`src/rtl/sdram_rom_arb.sv`:
```
// Fixed-priority sequencer sharing one SDRAM port between C/S/P ROM reads and
// HPS download writes, with latched request addresses and a ready watchdog.
module sdram_rom_arb #(
    parameter int TIMEOUT = 63
) (
    input  logic        clk_sys,
    input  logic        nRESET,
    input  logic        dl_active,
    input  logic        dl_wr,
    input  logic [24:0] dl_addr,
    input  logic [15:0] dl_data,
    output logic        dl_wait,
    input  logic        crom_trig,
    input  logic        srom_trig,
    input  logic        prom_sel,
    input  logic        prom_sys,
    input  logic [18:0] spr_addr,
    input  logic [15:0] fix_addr,
    input  logic [18:0] m68k_addr,
    output logic [24:0] sd_addr,
    output logic [15:0] sd_din,
    output logic        sd_rd,
    output logic        sd_we,
    input  logic [15:0] sd_dout,
    input  logic        sd_ready,
    output logic [31:0] cr_data,
    output logic        crom_valid,
    output logic [15:0] srom_data,
    output logic        srom_valid,
    output logic [15:0] prom_data,
    output logic        prom_valid,
    output logic        err_timeout
);
    localparam int CW = $clog2(TIMEOUT + 1);

    typedef enum logic [2:0] {IDLE, RD_ISSUE, RD_WAIT, WR_ISSUE, WR_WAIT} state_t;
    typedef enum logic [1:0] {CLS_C, CLS_S, CLS_P} cls_t;

    state_t      state_q, state_d;
    cls_t        cls_q, cls_d;
    logic [1:0]  crom_sh_q, srom_sh_q, prom_sh_q;
    logic        dl_act_q;
    logic        crom_pend_q, srom_pend_q, prom_pend_q;
    logic [18:0] spr_q, m68k_q;
    logic [15:0] fix_q;
    logic        sys_q;
    logic        step_q;
    logic [24:0] addr_q, rd_addr_d;
    logic [15:0] din_q, shadow_q;
    logic [CW-1:0] cnt_q;
    logic [31:0] cr_data_q;
    logic [15:0] srom_data_q, prom_data_q;
    logic        crom_valid_q, srom_valid_q, prom_valid_q, err_q;
    logic        wr_hold_q;
    logic [24:0] wr_addr_q;
    logic [15:0] wr_data_q;
    logic        go_rd, go_wr, rd_done, wr_done, tmo;

    wire crom_edge = crom_sh_q[0] & ~crom_sh_q[1] & ~dl_active;
    wire srom_edge = srom_sh_q[0] & ~srom_sh_q[1] & ~dl_active;
    wire prom_edge = prom_sh_q[0] & ~prom_sh_q[1] & ~dl_active;
    wire dl_start  = dl_active & ~dl_act_q;

    always_comb begin
        state_d = state_q;
        cls_d   = cls_q;
        go_rd   = 1'b0;
        go_wr   = 1'b0;
        rd_done = 1'b0;
        wr_done = 1'b0;
        tmo     = 1'b0;
        case (state_q)
            IDLE: begin
                if (wr_hold_q) begin
                    state_d = WR_ISSUE;
                    go_wr   = 1'b1;
                end else if (crom_pend_q) begin
                    state_d = RD_ISSUE;
                    go_rd   = 1'b1;
                    cls_d   = CLS_C;
                end else if (srom_pend_q) begin
                    state_d = RD_ISSUE;
                    go_rd   = 1'b1;
                    cls_d   = CLS_S;
                end else if (prom_pend_q) begin
                    state_d = RD_ISSUE;
                    go_rd   = 1'b1;
                    cls_d   = CLS_P;
                end
            end
            RD_ISSUE: state_d = RD_WAIT;
            RD_WAIT: begin
                if (sd_ready) begin
                    rd_done = 1'b1;
                    // second C ROM word follows immediately, nothing may slip in
                    state_d = (cls_q == CLS_C && !step_q) ? RD_ISSUE : IDLE;
                end else if (cnt_q == CW'(TIMEOUT)) begin
                    tmo     = 1'b1;
                    state_d = IDLE;
                end
            end
            WR_ISSUE: state_d = WR_WAIT;
            WR_WAIT: begin
                if (sd_ready) begin
                    wr_done = 1'b1;
                    state_d = IDLE;
                end else if (cnt_q == CW'(TIMEOUT)) begin
                    tmo     = 1'b1;
                    state_d = IDLE;
                end
            end
            default: state_d = IDLE;
        endcase
    end

    always_comb begin
        case (cls_d)
            CLS_C:   rd_addr_d = {4'b0010, spr_q, 1'b0, 1'b0};
            CLS_S:   rd_addr_d = {8'b00010000, fix_q, 1'b0};
            default: rd_addr_d = sys_q ? {5'b01110, m68k_q, 1'b0} : {5'b00000, m68k_q, 1'b0};
        endcase
    end

    always_ff @(posedge clk_sys) begin
        if (!nRESET) begin
            state_q      <= IDLE;
            cls_q        <= CLS_C;
            crom_sh_q    <= '0;
            srom_sh_q    <= '0;
            prom_sh_q    <= '0;
            dl_act_q     <= 1'b0;
            crom_pend_q  <= 1'b0;
            srom_pend_q  <= 1'b0;
            prom_pend_q  <= 1'b0;
            spr_q        <= '0;
            fix_q        <= '0;
            m68k_q       <= '0;
            sys_q        <= 1'b0;
            step_q       <= 1'b0;
            addr_q       <= '0;
            din_q        <= '0;
            shadow_q     <= '0;
            cnt_q        <= '0;
            cr_data_q    <= '0;
            srom_data_q  <= '0;
            prom_data_q  <= '0;
            crom_valid_q <= 1'b0;
            srom_valid_q <= 1'b0;
            prom_valid_q <= 1'b0;
            err_q        <= 1'b0;
            wr_hold_q    <= 1'b0;
            wr_addr_q    <= '0;
            wr_data_q    <= '0;
        end else begin
            state_q      <= state_d;
            crom_sh_q    <= {crom_sh_q[0], crom_trig};
            srom_sh_q    <= {srom_sh_q[0], srom_trig};
            prom_sh_q    <= {prom_sh_q[0], prom_sel};
            dl_act_q     <= dl_active;
            crom_valid_q <= 1'b0;
            srom_valid_q <= 1'b0;
            prom_valid_q <= 1'b0;

            if (state_q == RD_ISSUE || state_q == WR_ISSUE)
                cnt_q <= '0;
            else if (state_q == RD_WAIT || state_q == WR_WAIT)
                cnt_q <= cnt_q + 1'b1;

            // a new edge wins over the issue-clear so a retrigger is served again
            if (dl_start) crom_pend_q <= 1'b0;
            else if (crom_edge) begin
                crom_pend_q <= 1'b1;
                spr_q       <= spr_addr;
            end else if (go_rd && cls_d == CLS_C) crom_pend_q <= 1'b0;

            if (dl_start) srom_pend_q <= 1'b0;
            else if (srom_edge) begin
                srom_pend_q <= 1'b1;
                fix_q       <= fix_addr;
            end else if (go_rd && cls_d == CLS_S) srom_pend_q <= 1'b0;

            if (dl_start) prom_pend_q <= 1'b0;
            else if (prom_edge) begin
                prom_pend_q <= 1'b1;
                m68k_q      <= m68k_addr;
                sys_q       <= prom_sys;
            end else if (go_rd && cls_d == CLS_P) prom_pend_q <= 1'b0;

            if (dl_active && dl_wr && !wr_hold_q) begin
                wr_hold_q <= 1'b1;
                wr_addr_q <= dl_addr;
                wr_data_q <= dl_data;
            end

            if (go_rd) begin
                cls_q  <= cls_d;
                step_q <= 1'b0;
                addr_q <= rd_addr_d;
            end
            if (go_wr) begin
                addr_q <= wr_addr_q;
                din_q  <= wr_data_q;
            end

            if (rd_done) begin
                case (cls_q)
                    CLS_C: begin
                        if (!step_q) begin
                            shadow_q  <= sd_dout;
                            step_q    <= 1'b1;
                            addr_q[1] <= 1'b1;
                        end else begin
                            cr_data_q    <= {shadow_q, sd_dout};
                            crom_valid_q <= 1'b1;
                        end
                    end
                    CLS_S: begin
                        srom_data_q  <= sd_dout;
                        srom_valid_q <= 1'b1;
                    end
                    default: begin
                        prom_data_q  <= sd_dout;
                        prom_valid_q <= 1'b1;
                    end
                endcase
            end
            if (wr_done) wr_hold_q <= 1'b0;

            if (tmo) begin
                err_q <= 1'b1;
                if (state_q == WR_WAIT) wr_hold_q <= 1'b0;
            end

            if (state_d == IDLE) begin
                addr_q <= '0;
                din_q  <= '0;
            end
        end
    end

    assign sd_addr     = addr_q;
    assign sd_din      = din_q;
    assign sd_rd       = (state_q == RD_ISSUE);
    assign sd_we       = (state_q == WR_ISSUE);
    assign dl_wait     = wr_hold_q;
    assign cr_data     = cr_data_q;
    assign crom_valid  = crom_valid_q;
    assign srom_data   = srom_data_q;
    assign srom_valid  = srom_valid_q;
    assign prom_data   = prom_data_q;
    assign prom_valid  = prom_valid_q;
    assign err_timeout = err_q;
endmodule

```
`config.mk`:
```
export PLATFORM = sky130hd
export DESIGN_NAME = sdram_rom_arb
export DESIGN_NICKNAME = d
export VERILOG_FILES = /design/src/rtl/sdram_rom_arb.sv
export SDC_FILE = /design/constraint.sdc
export NUM_CORES = 1
export LEC_CHECK = 0
export ABC_AREA = 1
export ABC_CLOCK_PERIOD_IN_PS = 1500
export CORE_MARGIN = 1.5
export CORE_UTILIZATION = 44
export DETAILED_ROUTE_END_ITERATION = 8
export PLACE_DENSITY = 0.76
export SKIP_CTS_REPAIR_TIMING = 1
export SLEW_MARGIN = 20
export SYNTH_ARGS = -nofsm -noshare
export SYNTH_HDL_FRONTEND = slang
export SYNTH_SLANG_ARGS = --single-unit
```
`constraint.sdc`:
```
create_clock -name clk_sys -period 1.5 [get_ports clk_sys]
set_input_delay 0.15 -clock clk_sys [delete_from_list [all_inputs] [get_ports clk_sys]]
set_output_delay 0.15 -clock clk_sys [all_outputs]
set_load 0.02 [all_outputs]
```
==> metrics.md, run 1 <==
| Metric | Value |
|---|---|
| Run status | finished with violations |
| Violated checks | negative setup slack |
| Nets | 1634 |
| Post-synthesis net count | 1343 |
| Most common cell after layout, fill and taps aside | nor2_1 |
| Clock Sinks | 244 |
| YS warnings | 0 |
| Worst-Skew Late Latency | 0.53 ns |
| Post-layout util | 67.7% |
| Die Wd | 149 µm |
| CP Launch Type | register |
| DIE AREA | 22100 µm² |
| Int Power | 11.7 mW |
| Synthesized instance count | 1222 |
| Cell area power density | 1110 nW/µm² |
| Initial antenna violation count | 0 |
| Cell variety after synth | 35 |
| Lkg Pwr | 7.50 nW |
| Reg-to-reg setup timing slack | -0.16 ns |
| Sequential element share of the synthesized area | 52.4% |
| FILL cells | 1668 |
| Total track usage | between 20% and 30% |
| Most frequent cells in the layout | nor2_1, dfxtp_1, o21ai_0 |
| Multi-input gate area | 3990 µm² |
| Hold Fails Final Rpt | 0 |
| DRC Markers | 0 |
| Layout cells sized above 1 | 16.2% |
| Ports | about 230 |
| Endpoint type of the worst setup path | register |
| Clock buffer count from CTS | 26 |
| Placed inst area | 12500 µm² |
| Max-slew violations | 0 |
| Total number of vias | 9222 |
| P_sw | 4.08 mW |
| Antenna diode count | 0 |
| Largest net degree at the start of global routing | 72 |
| Hold depth | 3 |
| Vias in the first global route | around 8800 |
| Final setup margin | -0.158 ns |
| Sequential share of power | 43.6% |
| CTS root buffer | clkbuf_16 |
| DR WL/cell | ~16 µm |
| H-tree levels | 1 |
| Rows | 53 |
| Final HPWL DP | 19300 µm |
| Area of the core | 20900 µm² |
| Clock transition at the registers of the reported paths | 0.06 ns |
| Period minus WS final | ~1.7 ns |
| Placed Cells | 1740 |
| Syn avg cell area | approximately 7.6 µm² |
| Critical Path RT | 1.90 ns |
| Final Power | 15.8 mW |
| Hold WC Path Type | in -> reg |
| Max Fclk | ~600 MHz |
| Starting DRC count in detailed routing | 406 |
| Worst slew margin | roughly 77% |
| Die Y | approximately 150 µm |
| Switch share | 25.9% |
| First-pass GRT wire length | 42900 µm |
| RSZ-0062 raised after global routing | true |
| DR pass1 iterations | 6 |
| Setup Skew | 0.0192 ns |
| # port buffers | 231 |
| Routed WL | 29000 µm |
| Depth of the worst register-to-register path | 11 |
| Area Growth Syn to Fin | 51.8% |
| Combinational Power Share | 16.4% |
| Period Utilization, post-route | 111% |
| Max_cap viols | 0 |
| Mapped Area | 9320 µm² |
| Antenna violation net count after detailed routing | 0 |
| Yosys top cell area share | 52.4% |
| Fin cells | 1807 |
| Leading area contributor after synthesis | dfxtp_1 |
| Post-layout instance area | 14100 µm² |
| Arr. time, crit path | 2.06 ns |
| Sequential standard cell area | 4900 µm² |
| # setup viols final | between 90 and 100 |
| Clock power share | 40.0% |
| Synth top area cells | dfxtp_1, nor2_1, o21ai_0, nand2_1, a21oi_1 |
| Starting Density | 44.6% |
| Peak VDD IR | 908 µV |
| FF+latch count, synth | 244 |
| CTS tree | built |
| WS Path Type | reg -> reg |
| CP Max Fanout | 7 |
| Worst hold slack | 0.000789 ns |
| RD Place Congestion | 0.863 |
| GR Overflow Total | 0 |
| CTS max path bufs | 3 |
| Slew @ Worst Pin | approximately 0.33 ns |
| Vias/cell | 5.10 |
==> through the flow <==
step / setup slack, ns / TNS, ns
finish: -0.158 / -6.91
floorplan: -0.0155 / -0.0939
detailed placement: -0.207 / -18.59
CTS: -0.519 / -21.33
global placement: -0.164 / -14.53
global route: -0.218 / -17.14
==> final cells by class <==
type | count | share of cell area [%]
tap | 275 | 2.43
sequential | 244 | 34.6
clock inverter | 8 | 0.566
clock buffer | 39 | 5.45
inverter | 89 | 2.52
multi-input combinational | 817 | 28.2
timing repair buffer | 335 | 26.2
==> flip-flops by register name, indices dropped and copies added (netlist names), 3 cells and up <==
signal / flops
cnt_q: 6
cr_data: 32
fix_q: 16
m68k_q: 19
prom_data: 16
sd_addr: 25
sd_din: 16
shadow_q: 16
spr_q: 19
srom_data: 16
state_q: 3
wr_addr_q: 25
wr_data_q: 16
==> synthesized netlist by cell type <==
master	n
buf_4	6
nand3_1	63
nand2_1	152
nor2_4	6
nand4_1	6
buf_6	4
a211oi_1	3
nor2_2	2
o21ai_0	163
a211oi_2	7
ha_1	1
o21a_1	2
a31oi_1	1
nand2_2	6
inv_2	7
o22ai_1	1
clkinv_1	2
clkbuf_1	45
nand3b_1	2
dfxtp_1	244
clkinv_4	1
buf_1	1
nor3_1	2
nand2_4	1
nor2_1	292
buf_2	15
o21ai_4	1
buf_12	1
inv_1	78
inv_4	1
a22oi_1	1
nand3_2	2
o21ai_1	7
a21oi_1	86
a21oi_2	10
==> cell families (layout without fill, tap and decap cells) <==
group / Yosys count / after routing / synth area share [%]
AOI/OAI and AO/OA: 282 / 282 / 16.4
adders and majority gates: 1 / 1 / 0.134
buffers and inverters: 161 / 471 / 7.50
DFF: 244 / 244 / 52.4
and+or+nand+nor: 534 / 534 / 23.5
==> path summary, 6_finish.rpt <==
check | from | to
max | cnt_q[1] | sd_addr[10]
min | nRESET | srom_data[2]
max reg2reg | cnt_q[1] | sd_addr[10]
min reg2reg | srom_sh_q[0] | srom_sh_q[1]
==> layer usage <==
layer | GRT usage (%) | up-vias | part of all wire [%]
met5 | 0 | - | 0
met4 | 5.84 | 0 | 2.5
met3 | 7.33 | 56 | 9.3
met2 | 42.9 | 326 | 49
met1 | 28.3 | 4324 | 39
li1 | - | 4516 | -
==> power groups by stage <==
stage	Sequential [mW]	Combinational, mW	Clock [mW]
after detailed placement	7.00	2.18	0
after floorplan	7.03	1.11	0
final	6.87	2.59	6.30
after global placement	6.99	2.15	0
after CTS	6.86	2.20	6.39
after global routing	6.89	2.79	6.65
==> critical path: stages (launching register included) <==
cell       delay, ns
dfxtp_2         0.35
ha_4            0.15
nand3_4         0.09
nand3b_1        0.19
nand4_1         0.09
nand2_1         0.07
nand2_2         0.07
inv_2           0.05
nor2_4          0.13
buf_12          0.14
clkbuf_16       0.16
a21oi_2         0.03
No activity file was read; power rests on OpenSTA's default activity.
==> run 2, diff against run 1 <==
--- a/config.mk
+++ b/config.mk
@@ -9,6 +9,7 @@
 export ABC_CLOCK_PERIOD_IN_PS = 1500
 export CORE_MARGIN = 1.5
 export CORE_UTILIZATION = 44
+export CTS_BUF_LIST = sky130_fd_sc_hd__clkbuf_16
 export DETAILED_ROUTE_END_ITERATION = 8
 export PLACE_DENSITY = 0.76
 export SKIP_CTS_REPAIR_TIMING = 1
==> metrics.md, run 2 (synthesized netlist as in run 1, its figures left out) <==
| Metric | Value |
|---|---|
| Final Power | 15.5 mW |
| Placed Cells | 1740 |
| Total number of vias | ~9200 |
| Worst-Skew Late Latency | 0.53 ns |
| Max_cap viols | 0 |
| Most common cell after layout, fill and taps aside | nor2_1 |
| Largest stage delay on the critical path | 0.35 ns |
| First-pass GRT wire length | 42900 µm |
| Hold Fails Final Rpt | 0 |
| CTS root buffer | clkbuf_16 |
| RD Place Congestion | between 0.8 and 0.9 |
| # port buffers | around 230 |
| Violated checks | negative setup slack |
| Arr. time, crit path | 2.05 ns |
| Run status | finished with violations |
| # setup viols final | 75 |
| Most frequent cells in the layout | nor2_1, dfxtp_1, o21ai_0 |
| Endpoint type of the worst setup path | register |
| Period Utilization, post-route | 110% |
| DIE AREA | 22100 µm² |
| Int Power | 11.4 mW |
| Clock power share | just under 40% |
| Antenna violation net count after detailed routing | 0 |
| Peak VDD IR | 869 µV |
| CP Launch Type | register |
| H-tree levels | 1 |
| Fin cells | 1804 |
| Setup Skew | 0.0168 ns |
| Clock transition at the registers of the reported paths | approximately 0.06 ns |
| Die Wd | 149 µm |
| Antenna diode count | 0 |
| Starting Density | between 40 and 50% |
| Sequential share of power | 44.4% |
| Area Growth Syn to Fin | 50.9% |
| DR pass1 iterations | 5 |
| CP max stage cell | dfxtp_2 |
| Post-layout util | roughly two thirds |
| Worst slew margin | 77.4% |
| Slew @ Worst Pin | between 0.3 and 0.4 ns |
| Final HPWL DP | 19300 µm |
| Nets | 1631 |
| Area of the core | 20900 µm² |
| Clock buffer count from CTS | 26 |
| Clock Sinks | roughly 240 |
| Lkg Pwr | 7.48 nW |
| CP Max Fanout | 7 |
| Ports | 232 |
| Routed WL | about 29000 µm |
| Die Y | 149 µm |
| CTS tree | built |
| DR WL/cell | 16.0 µm |
| Total track usage | 24.1% |
| Final setup margin | -0.153 ns |
| Vias in the first global route | 8760 |
| Max Fclk | 605 MHz |
| CTS max path bufs | 3 |
| Setup TNS | -5.14 ns |
| Rows | 53 |
| Max-slew violations | 0 |
| Combinational Power Share | between 10% and 20% |
| RSZ-0062 raised after global routing | true |
| FILL cells | around 1700 |
| Layout cells sized above 1 | 15.9% |
| DRC Markers | 0 |
| CP Cell Sequence | ha_4 -> nand3_4 -> nand3b_1 -> nand4_1 -> nand2_1 -> nand2_2 -> inv_2 -> nor2_4 -> buf_12 -> clkbuf_16 -> a21oi_2 |
| Post-Place Worst Slack | -0.207 ns |
| Critical Path RT | 1.90 ns |
| Largest net degree at the start of global routing | 72 |
| GR Overflow Total | 0 |
| Starting DRC count in detailed routing | 375 |
| Initial antenna violation count | 0 |
| WS Path Type | reg -> reg |
| Cell area power density | 1100 nW/µm² |
| Switch share | between 20% and 30% |
| P_sw | 4.09 mW |
| Vias/cell | about 5 |
| Period minus WS final | 1.65 ns |
| Hold WC Path Type | in -> reg |
| Number of flip-flops in the largest register | 32 |
[run 2: final cells by class]
cell class / count / area, µm² / area share [%]
Tap cell: 275 / 344 / 2.45
Multi-Input combinational cell: 817 / 4000 / 28.4
Clock inverter: 20 / 125 / 0.890
Clock buffer: 27 / 676 / 4.80
Inverter: 89 / 357 / 2.54
Sequential cell: 244 / 4900 / 34.9
Timing Repair Buffer: 332 / 3660 / 26.0
[run 2: critical path: cells and delay by family (launching register included)]
family | cells | cell delay [ns]
simple gates | 6 | 0.64
flops | 1 | 0.35
buf+inv | 3 | 0.35
fa+ha+maj | 1 | 0.15
compound gates | 1 | 0.03
[run 2: final timing paths]
path	startpoint	end	slack, ns	cells past startpoint
worst max-delay path	cnt_q[1]	sd_addr[10]	-0.15	11
worst min-delay path	nRESET	srom_data[2]	0.01	3
worst max register to register	cnt_q[1]	sd_addr[10]	-0.15	11
worst min register to register	srom_sh_q[0]	srom_sh_q[1]	0.43	2
[run 2: per-stage QoR]
stage	area, µm²	hold slack, ns
finish	14100	0.0104
global route	14100	0.00576
CTS	13300	-0.0136
detailed placement	12500	0.425
global placement	12500	0.423
floorplan	9350	0.248
[run 2: power by group through the flow]
stage               logic (mW)  clock network, mW  registers (mW)
finish                    2.60               6.00            6.87
global route              2.79               6.36            6.89
CTS                       2.20               6.07            6.86
detailed placement        2.18                  0            7.00
global placement          2.15                  0            6.99
floorplan                 1.11                  0            7.03
[run 2: metal layers]
| metal | vias up | global-route usage, % | wire length, µm |
|---|---|---|---|
| li1 | 4505 | - | - |
| met1 | 4331 | 28.4 | 11400 |
| met2 | 314 | 42.7 | 14200 |
| met3 | 52 | 7.36 | 2630 |
| met4 | 0 | 5.89 | 705 |
| met5 | - | 0 | 0 |
